===== src/rtl/hsc_tdc_top.sv =====
// Delay-line TDC core: launch-edge select, N-stage kept delay line, capture, synchroniser
// and Hamming-weight readout. A valid flag travels alongside the data and stays aligned with hw.
module hsc_tdc_top #(
  parameter int    N          = 64,
  parameter string DL_TYPE    = "DBUF",
  parameter int    N_SYNC     = 1,
  parameter string POP_METHOD = "SV",
  localparam int   HW_W       = $clog2(N) + 1
) (
  input  logic            clk,
  input  logic            rst_n,
  input  logic            en,
  input  logic            val_in,
  input  logic            pg_src,
  input  logic            pg_bypass,
  input  logic            pg_in,
  input  logic            pg_tog,
  output logic [HW_W-1:0] hw,
  output logic            val_out
);

  localparam int LVL = $clog2(N);

  logic            tog_q;
  logic            src_q;
  logic            src;
  logic            dl_in;
  logic [N-1:0]    tap;
  logic [N-1:0]    cap;
  logic [N-1:0]    sync [N_SYNC];
  logic [HW_W-1:0] pop_sum;
  logic [HW_W-1:0] hw_reg;
  logic [N_SYNC+1:0] vld;

  assign src   = pg_src ? tog_q : pg_in;
  assign dl_in = pg_bypass ? src : src_q;

  // Launch path. src_q freezes with en so a paused toggle sequence resumes exactly where it stopped.
  // NOTE: sequential state uses non-blocking (<=) so every flop samples pre-edge values.
  always_ff @(posedge clk or negedge rst_n) begin
    if (!rst_n) begin
      tog_q <= 1'b0;
      src_q <= 1'b0;
    end else if (en) begin
      if (pg_tog) tog_q <= ~tog_q;
      src_q <= src;
    end
  end

  // One kept cell per stage; a flattened chain would let synthesis optimise the line away.
  for (genvar i = 0; i < N; i++) begin : g_stage
    logic cell_in;
    (* keep = "true", dont_touch = "true" *) logic cell_out;

    if (i == 0) begin : g_first
      assign cell_in = dl_in;
    end else begin : g_next
      assign cell_in = g_stage[i-1].cell_out;
    end

    if (DL_TYPE == "INV") begin : g_inv
      assign cell_out = ~cell_in;
      // Even (0-based) taps sit behind an odd number of inverters, so flip them back.
      assign tap[i] = (i % 2 == 0) ? ~cell_out : cell_out;
    end else begin : g_buf
      assign cell_out = cell_in;
      assign tap[i]   = cell_out;
    end
  end

  // Capture, synchroniser and valid pipeline all advance together, only while en is high.
  // NOTE: these are pipeline registers, not a RAM, so every stage is cleared by reset.
  always_ff @(posedge clk or negedge rst_n) begin
    if (!rst_n) begin
      cap <= '0;
      for (int k = 0; k < N_SYNC; k++) sync[k] <= '0;
      hw_reg <= '0;
      vld    <= '0;
    end else if (en) begin
      cap     <= tap;
      sync[0] <= cap;
      for (int k = 1; k < N_SYNC; k++) sync[k] <= sync[k-1];
      hw_reg <= pop_sum;
      vld    <= {vld[N_SYNC:0], val_in};
    end
  end

  if (POP_METHOD == "TREE") begin : g_pop_tree
    for (genvar l = 0; l <= LVL; l++) begin : g_lvl
      logic [HW_W-1:0] s [N >> l];
      for (genvar i = 0; i < (N >> l); i++) begin : g_node
        if (l == 0) begin : g_leaf
          assign s[i] = {{(HW_W-1){1'b0}}, sync[N_SYNC-1][i]};
        end else begin : g_add
          assign s[i] = g_lvl[l-1].s[2*i] + g_lvl[l-1].s[2*i+1];
        end
      end
    end
    assign pop_sum = g_lvl[LVL].s[0];
  end else begin : g_pop_sv
    // NOTE: the accumulator is assigned before the loop, so no path leaves it unassigned (no latch).
    always_comb begin
      pop_sum = '0;
      for (int i = 0; i < N; i++) pop_sum = pop_sum + {{(HW_W-1){1'b0}}, sync[N_SYNC-1][i]};
    end
  end

  assign hw      = hw_reg;
  assign val_out = vld[N_SYNC+1] & en;

endmodule


===== config.mk =====
export PLATFORM = sky130hd
export DESIGN_NAME = hsc_tdc_top
export DESIGN_NICKNAME = d
export VERILOG_FILES = /design/src/rtl/hsc_tdc_top.sv
export SDC_FILE = /design/constraint.sdc
export NUM_CORES = 1
export LEC_CHECK = 0
export CELL_PAD_IN_SITES_DETAIL_PLACEMENT = 1
export CELL_PAD_IN_SITES_GLOBAL_PLACEMENT = 2
export CORE_MARGIN = 2
export CORE_UTILIZATION = 37
export CTS_CLUSTER_DIAMETER = 40
export DETAILED_ROUTE_END_ITERATION = 10
export DONT_BUFFER_PORTS = 1
export GPL_TIMING_DRIVEN = 0
export PLACE_DENSITY_LB_ADDON = 0.1
export SLEW_MARGIN = 20
export SYNTH_ARGS = -nofsm -noshare
export SYNTH_HDL_FRONTEND = slang
export SYNTH_SLANG_ARGS = --single-unit

===== constraint.sdc =====
create_clock -name clk -period 1.05 [get_ports clk]
set_input_delay 0.21 -clock clk [delete_from_list [all_inputs] [get_ports clk]]
set_output_delay 0.21 -clock clk [all_outputs]
set_load 0.02 [all_outputs]

==> out/metrics.csv, run 1 <==
stage,metric,value,unit
global_routing,grt_pass1_wl,1170,um
clock_network,cts.clk_slew.worst_paths,0.07,ns
place,gp_congestion,0.644,
min_path,min_path_type,in -> reg,
global_routing,grt.met1_usage,14.8,%
global_routing,grt_pass1_vias,271,
critical_path,crit_type,reg -> out,
global_routing,grt_overflow,0,
power,power,0.820,mW
critical_path,start_kind,flip-flop,
flow_run,drv_cap,0,
finish,drive_gt1_share,41.5,%
clock_network,clock_path_buffers,2,
clock_network,cts_sinks,8,
timing,setup_tns,0,ns
timing,finalSetupViolations,0,
global_routing,grtUsageMet2,19.6,%
clock_network,htreeDepth,1,
detailed_routing,wl,661,um
critical_path,cp.arrival,0.79,ns
global_routing,gr-usage-all-layers,13.3,%
synth,avgSynthCellArea,12.7,um2
detailed_routing,drc_errors,0,
finish,multi_input_comb_area,159,um2
critical_path,crit_slowest_cell,dfrtp_1,
clock_network,cts_tree,built,
clock_network,cts_inserted_buffers,3,
global_routing,use_met3,5.49,%
global_routing,grt_max_degree,11,
critical_path,crit_buf_inv,0,
power,leakage,0.236,nW
finish,seq_area,200,um2
critical_path,path_cells,and2_4,
critical_path,required,0.84,ns
finish,diodes,0,
power,p_per_area,1770,nW/um2
synth,yosys_warnings,0,
detailed_routing,routed_via_density,4.39,
synth,netlist_area,394,um2
global_routing,top_usage_layer,met2,
die,coreArea,963,um2
die,design.die.area,1340,um2
timing,rsz0062_at_grt,false,
timing,fin_crit,0.998,ns
timing,hold_viol_final,0,
detailed_routing,firstDrtPassIters,2,
finish,largest_reg_flops,3,
clock_network,insertion_delay,0.22,ns
die,io-pin-count,16,
finish,n_fill_cell,115,
die,fp-row-count,11,
power,ir_worst_vdd,0.556,mV
timing,slew_viol_final,0,
critical_path,cpLargestDelayFamily,flip-flops,
die,start_util,40.9,%
status,status,finished clean,
timing,maxClockFrequency,1000,MHz
finish,final_nets,51,
timing,fin_skew,0.00304,ns
detailed_routing,wl_per_cell,12.2,um
timing,post-route-period-util,95.0,%
finish,area_delta_synth_final,17.8,%
clock_network,root_buffer,clkbuf_2,
die,dieWidth,36.6,um
critical_path,critPathMaxFanout,2,
detailed_routing,ant_nets,0,
timing,timing.hold.ws,0.128,ns
detailed_routing,first_iter_violations,2,
critical_path,critPathCaptureType,primary output,
global_routing,antenna_found_initial,0,
die,die_height,36.6,um
synth,syn_inst,31,
critical_path,cpPeakStageDelay,0.38,ns
finish,top_register,vld,
place,port-buffer-count,0,
detailed_routing,vias,237,
==> placed cells by master (no fill, tap or decap), types with 2 or more instances in the layout <==
cell type	n
clkbuf_2	3
mux2_4	4
buf_4	7
dfrtp_1	8
conb_1	6
nand2_1	2
==> stage by stage <==
stage	cell area (um2)	setup WS, ns	std cells	util [%]
final	464	0.0522	54	48.2
after detailed placement	429	0.185	49	44.5
after floorplan	413	0.215	36	-
after global placement	429	0.202	49	44.5
after global routing	464	0.00990	54	48.2
after CTS	457	0.0157	53	47.4
==> path summary, 6_finish.rpt <==
check / start / depth (start not counted) / to / slack (ns)
worst max register to register: vld[2]$_DFFE_PN0P_ / 2 / vld[2]$_DFFE_PN0P_ / 0.17
max in group asynchronous: rst_n / 1 / hw[6]$_DFFE_PN0P_ / 0.44
worst min-delay path: val_in / 1 / vld[0]$_DFFE_PN0P_ / 0.13
worst max-delay path: vld[2]$_DFFE_PN0P_ / 1 / val_out / 0.05
min in group asynchronous: rst_n / 1 / vld[0]$_DFFE_PN0P_ / 0.33
worst min register to register: tog_q$_DFFE_PN0P_ / 1 / tog_q$_DFFE_PN0P_ / 0.48
==> power breakdown <==
group,switching [mW],total (mW),internal [mW]
registers,0.0645,0.452,0.387
logic,0.0763,0.196,0.119
clock network,0.0949,0.173,0.0779
==> repair_timing <==
item,CTS,global route
hold endpoints to repair,8,0
gates resized for setup,2,0
setup endpoints to repair,1,1
hold buffers,1,0
setup buffers,0,1
cloned,0,0
==> metal layers <==
layer	vias to the layer above	share of wire, %
met5	-	0
met4	0	0.76
met3	2	7.9
met2	9	52
met1	117	39
li1	109	-
==> cell type report <==
type	count	area share (%)
Sequential cell	8	43.1
Multi-Input combinational cell	21	34.2
Buffer	7	12.1
Timing Repair Buffer	2	3.77
Tap cell	13	3.50
Clock buffer	3	3.23
Note: power is estimated with default switching activity, not from simulation.
==> inputs of run 2 (changes only) <==
- REMOVE_ABC_BUFFERS: unset -> 1
==> run 2 against run 1 <==
  * Non-clock buffer count fell by 7
  * Setup slack improved by 0.0061 ns
  * First-iteration DRC count did not move
  * Total power fell by 3.2%
  * Critical path type unchanged
  * Critical endpoint unchanged
  * Largest cell class unchanged
==> out/metrics.csv, run 2 (same netlist as run 1, synthesis figures left out) <==
stage,metric,value,unit,change
global_routing,top_usage_layer,met2,,
die,coreArea,963,um2,unchanged
die,die_height,36.6,um,unchanged
finish,multi_input_comb_area,159,um2,unchanged
global_routing,use_met3,10.4,%,+4.9 points
critical_path,cp.arrival,0.78,ns,about the same
clock_network,clock_path_buffers,2,,unchanged
timing,setup_tns,0,ns,unchanged
timing,maxClockFrequency,1010,MHz,+0.61%
detailed_routing,vias,203,,-14%
global_routing,grt.met1_usage,11.1,%,-3.8 points
timing,post-route-period-util,94.4,%,-0.58 points
place,gp_congestion,0.648,,+0.54%
critical_path,reg2reg_to,vld[2]$_DFFE_PN0P_,,
place,dp_cells,42,,-14%
timing,finalSetupViolations,0,,unchanged
clock_network,cts_tree,built,,
global_routing,grtUsageMet2,17.4,%,-2.2 points
min_path,min_path_type,in -> reg,,
finish,fin_area,408,um2,-12%
critical_path,required,0.84,ns,about the same
die,io-pin-count,16,,unchanged
finish,drive_gt1_share,29.4,%,-12 points
critical_path,path_cells,and2_4,,
status,status,finished clean,,
die,fp-row-count,11,,unchanged
finish,top_register,vld,,
timing,fin_skew,0.00197,ns,-0.00107 ns
detailed_routing,wl_per_cell,12.3,um,+0.29%
detailed_routing,wl,577,um,-13%
die,dieWidth,36.6,um,unchanged
critical_path,setup.worst_path.end,val_out,,
clock_network,htreeDepth,1,,unchanged
clock_network,root_buffer,clkbuf_2,,
finish,final_nets,44,,-14%
global_routing,grt_overflow,0,,unchanged
die,start_util,40.9,%,unchanged
finish,area_delta_synth_final,3.49,%,
critical_path,critPathMaxFanout,2,,unchanged
critical_path,critPathLaunch,vld[2]$_DFFE_PN0P_,,
flow_run,drv_cap,0,,unchanged
critical_path,r2r_setup_slack,0.16,ns,about the same
critical_path,reg2reg_from,vld[2]$_DFFE_PN0P_,,
power,p_per_area,1950,nW/um2,+10%
global_routing,grt_max_degree,13,,+2
global_routing,grt_pass1_wl,1010,um,-14%
finish,largest_reg_flops,3,,unchanged
detailed_routing,first_iter_violations,2,,unchanged
critical_path,crit_slowest_cell,dfrtp_1,,
power,ir_worst_vdd,0.980,mV,+76%
clock_network,insertion_delay,0.23,ns,about the same
critical_path,start_kind,flip-flop,,
die,design.die.area,1340,um2,unchanged
critical_path,worstRegToRegCells,2,,unchanged
timing,slew_viol_final,0,,unchanged
global_routing,grt_pass1_vias,238,,-12%
finish,final_cell_mix,"dfrtp_1 (8), conb_1 (6), mux2_4 (4), clkbuf_2 (3), nand2_1 (2)",,
critical_path,cpPeakStageDelay,0.39,ns,about the same
timing,timing.hold.ws,0.0569,ns,-0.0709 ns
detailed_routing,routed_via_density,4.32,,-1.6%
global_routing,gr-usage-all-layers,11.7,%,-1.6 points
finish,instances_no_fill,47,,-13%
finish,layout_commonest_cell,dfrtp_1,,
finish,n_fill_cell,106,,-7.8%
critical_path,crit_buf_inv,0,,unchanged
critical_path,crit_type,reg -> out,,
detailed_routing,firstDrtPassIters,2,,unchanged
finish,diodes,0,,unchanged
place,placed_area,373,um2,-13%
clock_network,cts_sinks,8,,unchanged
clock_network,cts.clk_slew.worst_paths,0.07,ns,about the same
detailed_routing,drc_errors,0,,unchanged
critical_path,cpLargestDelayFamily,flip-flops,,
timing,fin_crit,0.992,ns,-0.00610 ns
place,port-buffer-count,0,,unchanged
timing,rsz0062_at_grt,false,,
clock_network,cts_inserted_buffers,3,,unchanged
finish,seq_area,200,um2,unchanged
critical_path,critPathCaptureType,primary output,,
power,leakage,0.198,nW,-16%
critical_path,crit_cells,1,,unchanged
detailed_routing,ant_nets,0,,unchanged
global_routing,antenna_found_initial,0,,unchanged
timing,hold_viol_final,0,,unchanged
run 2: worst register-to-register path, stage by stage, from the launching register on:
cell     delay, ns
dfrtp_1       0.39
buf_4         0.13
mux2_4        0.26
run 2: per-stage QoR:
step | total power [mW] | setup WS [ns] | utilization [%]
after floorplan | 0.576 | 0.215 | -
after CTS | 0.799 | 0.0112 | 41.6
after global routing | 0.862 | 0.00985 | 42.3
after detailed placement | 0.603 | 0.180 | 38.7
final | 0.794 | 0.0583 | 42.3
after global placement | 0.593 | 0.201 | 38.7
run 2: cell type report:
| class | count | area share, % |
|---|---|---|
| timing repair buffer | 2 | 4.29 |
| clock buffer | 3 | 3.68 |
| sequential | 8 | 49.1 |
| multi-input combinational | 21 | 39.0 |
| tap | 13 | 3.99 |
run 2: layer usage:
| layer | share of wire [%] | up-vias |
|---|---|---|
| met1 | 37 | 97 |
| met5 | 0 | - |
| met2 | 53 | 11 |
| met3 | 9.9 | 0 |
| met4 | 0 | 0 |
| li1 | - | 95 |
run 2: how the worst min path moves through the flow:
stage	start	endpoint	slack, ns	cells after the start
2_1_floorplan	rst_n	cap[0]$_DFFE_PN0P_	-0.09	0
3_3_place_gp	rst_n	hw[6]$_DFFE_PN0P_	-0.09	0
3_5_place_dp	rst_n	hw[6]$_DFFE_PN0P_	-0.09	0
4_1_cts	en	src_q$_DFFE_PN0P_	0.04	1
5_1_grt	en	src_q$_DFFE_PN0P_	0.02	1
6_report	en	src_q$_DFFE_PN0P_	0.06	1
run 2: report_power, final:
group	switching [mW]	total [mW]	internal [mW]
registers	0.0643	0.452	0.387
logic	0.0660	0.167	0.101
clock network	0.0980	0.176	0.0778
total	0.228	0.794	0.566
run 2: timing repair:
action	4_1_cts	5_1_grt
endpoints found under the hold margin	8	0
setup buffers	0	1
setup endpoints to repair	1	1
gates resized for setup	2	0
hold buffers	1	0
pin swaps	0	1
